**src/rtl/pipeline_ctrl_if.sv**
```systemverilog
// Handshake bundle between the MIPS pipeline datapath and its sequencer.
// The sequencer takes the slave side; the datapath (or a testbench) takes the master side.
interface pipeline_ctrl_if #(
  parameter int CNT_W = 16
);
  logic             stall_id;
  logic             jump_branch;
  logic             jump_target;
  logic             jump_reg;
  logic [31:0]      br_target;
  logic [31:0]      j_target;
  logic [31:0]      jr_pc;
  logic             imem_ready;
  logic             dmem_req;
  logic             dmem_ready;
  logic             pc_we;
  logic             redirect;
  logic [31:0]      redirect_pc;
  logic             en_if;
  logic             flush_id;
  logic             en_id;
  logic             bubble_ex;
  logic             en_ex;
  logic             en_mem;
  logic [1:0]       state;
  logic [CNT_W-1:0] stall_cycles;
  logic [CNT_W-1:0] redirect_count;
  logic             timeout_err;

  modport master (
    output stall_id, jump_branch, jump_target, jump_reg, br_target, j_target, jr_pc,
           imem_ready, dmem_req, dmem_ready,
    input  pc_we, redirect, redirect_pc, en_if, flush_id, en_id, bubble_ex, en_ex, en_mem,
           state, stall_cycles, redirect_count, timeout_err
  );

  modport slave (
    input  stall_id, jump_branch, jump_target, jump_reg, br_target, j_target, jr_pc,
           imem_ready, dmem_req, dmem_ready,
    output pc_we, redirect, redirect_pc, en_if, flush_id, en_id, bubble_ex, en_ex, en_mem,
           state, stall_cycles, redirect_count, timeout_err
  );
endinterface

```
**src/rtl/pipeline_ctrl.sv**
```systemverilog
// 5-stage MIPS pipeline sequencer: stage enables, bubble/flush, PC redirect with a
// deferred-redirect slot, saturating stall/redirect counters and a memory-wait timeout.
module pipeline_ctrl #(
  parameter int CNT_W   = 16,
  parameter int TIMEOUT = 256
) (
  input  logic           clk,
  input  logic           rst,
  pipeline_ctrl_if.slave bus
);

  typedef enum logic [1:0] {
    ST_RUN   = 2'd0,
    ST_DWAIT = 2'd1,
    ST_IWAIT = 2'd2
  } state_e;

  localparam int WC_W  = $clog2(TIMEOUT + 2);
  localparam int TO_M1 = (TIMEOUT == 0) ? 0 : TIMEOUT - 1;
  localparam logic [CNT_W-1:0] CNT_MAX = {CNT_W{1'b1}};
  localparam logic [WC_W-1:0]  WC_MAX  = WC_W'(TIMEOUT);
  localparam logic [WC_W-1:0]  WC_HIT  = WC_W'(TO_M1);

  state_e           state_q, state_d;
  logic             pend_valid_q, pend_valid_d;
  logic [31:0]      pend_pc_q, pend_pc_d;
  logic [CNT_W-1:0] stall_cycles_q, stall_cycles_d;
  logic [CNT_W-1:0] redirect_count_q, redirect_count_d;
  logic [WC_W-1:0]  wait_cnt_q, wait_cnt_d;
  logic             timeout_err_q, timeout_err_d;

  logic        dwait_s, iwait_s, taken_s, wait_s;
  logic [31:0] tgt_s;
  logic        pc_we_s, redirect_s, en_if_s, flush_id_s, en_id_s, bubble_ex_s, en_ex_s, en_mem_s;
  logic [31:0] redirect_pc_s;

  // Hazard decode and target selection shared by every priority level.
  always_comb begin
    dwait_s = bus.dmem_req & ~bus.dmem_ready;
    iwait_s = ~bus.imem_ready;
    taken_s = bus.jump_branch | bus.jump_target;
    wait_s  = dwait_s | iwait_s;
    if (bus.jump_reg) begin
      tgt_s = bus.jr_pc;
    end else if (bus.jump_target) begin
      tgt_s = bus.j_target;
    end else begin
      tgt_s = bus.br_target;
    end
  end

  // Priority-ordered stage controls and deferred-redirect bookkeeping.
  always_comb begin
    pc_we_s       = 1'b0;
    redirect_s    = 1'b0;
    redirect_pc_s = 32'd0;
    en_if_s       = 1'b0;
    flush_id_s    = 1'b0;
    en_id_s       = 1'b0;
    bubble_ex_s   = 1'b0;
    en_ex_s       = 1'b0;
    en_mem_s      = 1'b0;
    pend_valid_d  = pend_valid_q;
    pend_pc_d     = pend_pc_q;
    if (rst) begin
      flush_id_s   = 1'b1;
      bubble_ex_s  = 1'b1;
      pend_valid_d = 1'b0;
      pend_pc_d    = 32'd0;
    end else if (dwait_s) begin
      pend_valid_d = pend_valid_q;
    end else if (bus.stall_id) begin
      en_id_s     = 1'b1;
      bubble_ex_s = 1'b1;
      en_ex_s     = 1'b1;
      en_mem_s    = 1'b1;
    end else if (iwait_s) begin
      // The ID instruction (branch) moves on while fetch waits, so its target is parked.
      en_if_s    = 1'b1;
      flush_id_s = 1'b1;
      en_id_s    = 1'b1;
      en_ex_s    = 1'b1;
      en_mem_s   = 1'b1;
      if (taken_s) begin
        pend_valid_d = 1'b1;
        pend_pc_d    = tgt_s;
      end else begin
        pend_valid_d = pend_valid_q;
      end
    end else begin
      pc_we_s      = 1'b1;
      en_if_s      = 1'b1;
      en_id_s      = 1'b1;
      en_ex_s      = 1'b1;
      en_mem_s     = 1'b1;
      redirect_s   = pend_valid_q | taken_s;
      pend_valid_d = 1'b0;
      if (pend_valid_q) begin
        redirect_pc_s = pend_pc_q;
      end else if (taken_s) begin
        redirect_pc_s = tgt_s;
      end else begin
        redirect_pc_s = 32'd0;
      end
    end
  end

  // Next-state for wait state, counters and the timeout flag.
  always_comb begin
    if (dwait_s) begin
      state_d = ST_DWAIT;
    end else if (iwait_s & ~bus.stall_id) begin
      state_d = ST_IWAIT;
    end else begin
      state_d = ST_RUN;
    end
    if (~rst & ~pc_we_s & (stall_cycles_q != CNT_MAX)) begin
      stall_cycles_d = stall_cycles_q + CNT_W'(1);
    end else begin
      stall_cycles_d = stall_cycles_q;
    end
    if (pc_we_s & redirect_s & (redirect_count_q != CNT_MAX)) begin
      redirect_count_d = redirect_count_q + CNT_W'(1);
    end else begin
      redirect_count_d = redirect_count_q;
    end
    if (!wait_s) begin
      wait_cnt_d = {WC_W{1'b0}};
    end else if (wait_cnt_q != WC_MAX) begin
      wait_cnt_d = wait_cnt_q + WC_W'(1);
    end else begin
      wait_cnt_d = wait_cnt_q;
    end
    // wait_cnt_q holds the waits before this cycle, so this cycle is the TIMEOUT-th at TIMEOUT-1.
    if ((TIMEOUT != 0) && wait_s && (wait_cnt_q == WC_HIT)) begin
      timeout_err_d = 1'b1;
    end else begin
      timeout_err_d = timeout_err_q;
    end
  end

  // State registers with synchronous reset.
  always_ff @(posedge clk) begin
    if (rst) begin
      state_q          <= ST_RUN;
      pend_valid_q     <= 1'b0;
      pend_pc_q        <= 32'd0;
      stall_cycles_q   <= {CNT_W{1'b0}};
      redirect_count_q <= {CNT_W{1'b0}};
      wait_cnt_q       <= {WC_W{1'b0}};
      timeout_err_q    <= 1'b0;
    end else begin
      state_q          <= state_d;
      pend_valid_q     <= pend_valid_d;
      pend_pc_q        <= pend_pc_d;
      stall_cycles_q   <= stall_cycles_d;
      redirect_count_q <= redirect_count_d;
      wait_cnt_q       <= wait_cnt_d;
      timeout_err_q    <= timeout_err_d;
    end
  end

  assign bus.pc_we          = pc_we_s;
  assign bus.redirect       = redirect_s;
  assign bus.redirect_pc    = redirect_pc_s;
  assign bus.en_if          = en_if_s;
  assign bus.flush_id       = flush_id_s;
  assign bus.en_id          = en_id_s;
  assign bus.bubble_ex      = bubble_ex_s;
  assign bus.en_ex          = en_ex_s;
  assign bus.en_mem         = en_mem_s;
  assign bus.state          = state_q;
  assign bus.stall_cycles   = stall_cycles_q;
  assign bus.redirect_count = redirect_count_q;
  assign bus.timeout_err    = timeout_err_q;

endmodule

```
**src/flat_wrapper.sv**
```systemverilog
// flat-port wrapper written by rule: the top's interface ports become plain ports
module pipeline_ctrl_flat 
#(
  parameter int CNT_W   = 16,
  parameter int TIMEOUT = 256
)
  (clk, rst, bus_stall_id, bus_jump_branch, bus_jump_target, bus_jump_reg, bus_br_target, bus_j_target, bus_jr_pc, bus_imem_ready, bus_dmem_req, bus_dmem_ready, bus_pc_we, bus_redirect, bus_redirect_pc, bus_en_if, bus_flush_id, bus_en_id, bus_bubble_ex, bus_en_ex, bus_en_mem, bus_state, bus_stall_cycles, bus_redirect_count, bus_timeout_err);
  pipeline_ctrl_if #(.CNT_W(CNT_W)) bus_i ();
  input  logic clk;
  input  logic rst;
  input wire logic [$bits(bus_i.stall_id)-1:0] bus_stall_id;
  input wire logic [$bits(bus_i.jump_branch)-1:0] bus_jump_branch;
  input wire logic [$bits(bus_i.jump_target)-1:0] bus_jump_target;
  input wire logic [$bits(bus_i.jump_reg)-1:0] bus_jump_reg;
  input wire logic [$bits(bus_i.br_target)-1:0] bus_br_target;
  input wire logic [$bits(bus_i.j_target)-1:0] bus_j_target;
  input wire logic [$bits(bus_i.jr_pc)-1:0] bus_jr_pc;
  input wire logic [$bits(bus_i.imem_ready)-1:0] bus_imem_ready;
  input wire logic [$bits(bus_i.dmem_req)-1:0] bus_dmem_req;
  input wire logic [$bits(bus_i.dmem_ready)-1:0] bus_dmem_ready;
  output wire logic [$bits(bus_i.pc_we)-1:0] bus_pc_we;
  output wire logic [$bits(bus_i.redirect)-1:0] bus_redirect;
  output wire logic [$bits(bus_i.redirect_pc)-1:0] bus_redirect_pc;
  output wire logic [$bits(bus_i.en_if)-1:0] bus_en_if;
  output wire logic [$bits(bus_i.flush_id)-1:0] bus_flush_id;
  output wire logic [$bits(bus_i.en_id)-1:0] bus_en_id;
  output wire logic [$bits(bus_i.bubble_ex)-1:0] bus_bubble_ex;
  output wire logic [$bits(bus_i.en_ex)-1:0] bus_en_ex;
  output wire logic [$bits(bus_i.en_mem)-1:0] bus_en_mem;
  output wire logic [$bits(bus_i.state)-1:0] bus_state;
  output wire logic [$bits(bus_i.stall_cycles)-1:0] bus_stall_cycles;
  output wire logic [$bits(bus_i.redirect_count)-1:0] bus_redirect_count;
  output wire logic [$bits(bus_i.timeout_err)-1:0] bus_timeout_err;
  assign bus_i.stall_id = bus_stall_id;
  assign bus_i.jump_branch = bus_jump_branch;
  assign bus_i.jump_target = bus_jump_target;
  assign bus_i.jump_reg = bus_jump_reg;
  assign bus_i.br_target = bus_br_target;
  assign bus_i.j_target = bus_j_target;
  assign bus_i.jr_pc = bus_jr_pc;
  assign bus_i.imem_ready = bus_imem_ready;
  assign bus_i.dmem_req = bus_dmem_req;
  assign bus_i.dmem_ready = bus_dmem_ready;
  assign bus_pc_we = bus_i.pc_we;
  assign bus_redirect = bus_i.redirect;
  assign bus_redirect_pc = bus_i.redirect_pc;
  assign bus_en_if = bus_i.en_if;
  assign bus_flush_id = bus_i.flush_id;
  assign bus_en_id = bus_i.en_id;
  assign bus_bubble_ex = bus_i.bubble_ex;
  assign bus_en_ex = bus_i.en_ex;
  assign bus_en_mem = bus_i.en_mem;
  assign bus_state = bus_i.state;
  assign bus_stall_cycles = bus_i.stall_cycles;
  assign bus_redirect_count = bus_i.redirect_count;
  assign bus_timeout_err = bus_i.timeout_err;
  pipeline_ctrl #(.CNT_W(CNT_W), .TIMEOUT(TIMEOUT)) u_core (.clk(clk), .rst(rst), .bus(bus_i));
endmodule
```
**config.mk**
```make
export PLATFORM = sky130hd
export DESIGN_NAME = pipeline_ctrl_flat
export DESIGN_NICKNAME = d
export VERILOG_FILES = /design/src/rtl/pipeline_ctrl_if.sv /design/src/rtl/pipeline_ctrl.sv /design/src/flat_wrapper.sv
export SDC_FILE = /design/constraint.sdc
export NUM_CORES = 1
export LEC_CHECK = 0
export CORE_ASPECT_RATIO = 0.9
export CORE_UTILIZATION = 47
export DETAILED_ROUTE_END_ITERATION = 8
export HOLD_SLACK_MARGIN = 0.1
export PLACE_DENSITY = 0.95
export SYNTH_ARGS = -nofsm -noshare
export SYNTH_HDL_FRONTEND = slang
export SYNTH_SLANG_ARGS = --single-unit
```
**constraint.sdc**
```tcl
create_clock -name clk -period 5.1 [get_ports clk]
set_input_delay 1.02 -clock clk [delete_from_list [all_inputs] [get_ports clk]]
set_output_delay 1.02 -clock clk [all_outputs]
set_load 0.005 [all_outputs]
```
==> impl_metrics.yaml <==
final_layout:
  drive_above_1_share_pct: 5.09
  finish.utilization_pct: 71.2
  stdcell_area_um2: 6470
  n_fill_cell: 725
  syn_to_final_growth_pct: 47.7
  n_antenna_cell: 0
  nets: 852
power:
  pwr-share-comb_pct: 17.8
  powerDensity_nw_per_um2: 223
  power.switching_mw: 0.337
  internal-power_mw: 1.10
  p_seq_share_pct: 43.5
  vdd_drop_max_mv: 0.159
  clkPwrFrac_pct: 38.7
  leakagePower_nw: 2.33
  power.share.switching_pct: 23.4
floorplanning:
  core_um2: 9080
  rows: 33
  start_util_pct: 48.2
  dieWidth_um: 104
  dieArea_um2: 9710
  boundaryPins: 180
  die_h_um: 93.6
detailed_routing:
  wl_per_cell_um: 15.2
  highest_layer: "met4"
  drc: 0
  wl_met1_um: 5270
  ant_nets: 0
  viasPerCell: 5.57
  dr.pass1.iters: 6
  dr_wl_met2_um: 6810
  drt_iter0_markers: 299
  vias: 4833
  wirelength_um: 13200
  dr_wl_met3_um: 732
critical_path:
  worstPathCellList: "clkdlybuf4s50_1, nand2b_1, buf_4, nand2b_1, nor2_1, nand2_1, buf_4, nor2_1, clkdlybuf4s50_1"
  crit_arrival_ns: 3.45
  end_kind: "primary output"
  critPathKind: "in2out"
  rr_worst_depth: 6
  slowest_stage: "clkdlybuf4s50_1"
  cp-start-kind: "primary input"
  cp.required_ns: 4.08
  critPathMaxFanout: 17
  crit_path_max_incr_delay_ns: 0.52
clocking:
  cts_buffer_depth: 2
  cts_resized: 0
  cts.reportedPaths.clkPinSlew_ns: 0.08
  clk_latency_ns: 0.33
  clock_sinks: 77
  post_cts_buffers: 0
  numCtsBuffers: 9
  cts_tree: "yes"
  h-tree-depth: 3
  hold_buffers: 0
  clockRootBuffer: "clkbuf_8"
sta:
  final_hold_viol_count: 0
  fin_setup_tns_ns: 0
  rsz0062_at_grt: "false"
  max_freq_mhz: 224
  slew_headroom_pct: 39.1
  drv_slew: 0
  fin_crit_ns: 4.47
  fin_crit_sh_pct: 87.6
  max_slew.worst_pin.slew_ns: 0.913
  setup_violations: 0
  fin_skew_ns: 0.00766
  hold_slack_ns: 0.460
synth:
  synth_cell_types: 48
  yosys_register_bits: 77
  synth_top_family_by_area: "simple AND/OR/NAND/NOR gates"
  syn_nets: 693
  synth_compound_area_share_pct: 20.6
  synth_edf_count: 0
  synth_ff_type: "dfxtp_1"
  synth_warnings: 0
  seq_area_frac_synth_pct: 35.2
  synth-adder-area-share_pct: 1.43
  synth-xor-area-share_pct: 3.60
  synth-simple-area-share_pct: 26.1
  netlist_area_um2: 4380
  ys_async_sr_fraction_pct: 0
  avgSynthCellArea_um2: 7.51
  yosys-mux-area-fraction_pct: 8.49
  synth_cells: 583
placement:
  numPortBuffers: 179
  place_area_um2: 6220
  place_hpwl_um: 9680
  gp_congestion: 0.882
grt:
  grt_pass1_vias: 4545
  grt_pass1_wl_um: 21200
  antenna_found_initial: 0
  grt_overflow: 0
  grt_use_total_pct: 26.5
  grt_max_degree: 78
hold_path:
  min_path_type: "reg2reg"
  holdPathStages: 2
flow_run:
  max_cap_viol_count: 0
outcome:
  status: "completed"
cell type report:
type | count | area [um2] | share of cell area [%]
multi-input combinational | 456 | 2650 | 40.9
inverter | 10 | 37.5 | 0.580
timing repair buffer | 188 | 1840 | 28.5
tap | 122 | 153 | 2.36
sequential | 77 | 1540 | 23.8
clock inverter | 4 | 95.1 | 1.47
clock buffer | 11 | 151 | 2.34
layer usage:
| metal | global-route usage [%] | vias up |
|---|---|---|
| li1 | - | 2361 |
| met1 | 29.3 | 2262 |
| met2 | 49.9 | 181 |
| met3 | 5.30 | 29 |
| met4 | 11.0 | 0 |
| met5 | 0 | - |
power groups by stage:
stage | Sequential [mW] | Clock, mW | Combinational [mW]
floorplan | 0.638 | 0 | 0.123
global placement | 0.639 | 0 | 0.248
detailed placement | 0.640 | 0 | 0.256
CTS | 0.626 | 0.565 | 0.257
global route | 0.628 | 0.596 | 0.279
finish | 0.626 | 0.557 | 0.257
critical path, delay by kind of cell:
family / cells / cell delay, ns
and+or+nand+nor: 5 / 0.89
buffers and inverters: 4 / 1.52
cells in the mapped netlist, types with 2 or more instances:
master | count | area share, %
a21o_1 | 2 | 0.34
a21oi_1 | 42 | 4.8
a22oi_1 | 32 | 5.5
a311oi_1 | 3 | 0.60
a31oi_1 | 4 | 0.57
and2_1 | 4 | 0.57
and3_1 | 6 | 0.86
buf_1 | 2 | 0.17
buf_2 | 5 | 0.57
buf_4 | 2 | 0.34
clkbuf_1 | 31 | 2.7
dfxtp_1 | 77 | 35
ha_1 | 5 | 1.4
inv_1 | 10 | 0.86
mux2i_1 | 36 | 8.2
nand2_1 | 115 | 9.9
nand2b_1 | 4 | 0.57
nand3_1 | 14 | 1.6
nand4_1 | 9 | 1.3
nor2_1 | 65 | 5.6
nor2b_1 | 7 | 1.0
nor3_1 | 8 | 0.91
nor3b_1 | 3 | 0.51
nor4_1 | 4 | 0.57
nor4b_1 | 2 | 0.40
o2111ai_1 | 2 | 0.40
o21ai_0 | 43 | 4.9
o31ai_1 | 3 | 0.51
or3_1 | 8 | 1.1
xnor2_1 | 11 | 2.2
xor2_1 | 7 | 1.4
logic make-up (layout without fill, tap and decap cells):
| family | count (synthesis) | after routing |
|---|---|---|
| simple gates | 254 | 254 |
| flops | 77 | 77 |
| compound gates | 142 | 142 |
| fa+ha+maj | 5 | 5 |
| xor+xnor | 18 | 18 |
| buf+inv | 50 | 213 |
| mux | 37 | 37 |
final timing paths:
kind	start	to	slack [ns]
max	bus_dmem_ready	bus_redirect_pc[20]	0.63
max reg2reg	u_core.bus.stall_cycles[0]	u_core.bus.stall_cycles[4]	2.82
min	u_core.pend_pc_q[15]	u_core.pend_pc_q[15]	0.46
min reg2reg	u_core.pend_pc_q[15]	u_core.pend_pc_q[15]	0.46
registers in the layout, indices dropped and copies added (netlist names):
name	cells
u_core.bus.state	2
u_core.pend_valid_q	1
u_core.pend_pc_q	32
u_core.bus.timeout_err	1
u_core.bus.redirect_count	16
u_core.wait_cnt_q	9
u_core.bus.stall_cycles	16
placed cells by master, fill, tap and decap left out, drive strengths merged, types with 11 or more instances in the layout:
cell type	n
buf	12
xnor2	11
clkbuf	11
dfxtp	77
clkdlybuf4s50	176
a22oi	32
nand2	115
o21ai	44
nor2	65
a21oi	42
mux2i	36
nand3	14
stage by stage:
step | total power [mW] | cells | setup WS [ns]
5_1_grt | 1.50 | 868 | 0.469
2_1_floorplan | 0.760 | 583 | 2.00
3_3_place_gp | 0.887 | 853 | 0.717
4_1_cts | 1.45 | 868 | 0.635
3_5_place_dp | 0.896 | 853 | 0.641
6_report | 1.44 | 868 | 0.634
No activity file was read; power rests on OpenSTA's default activity.
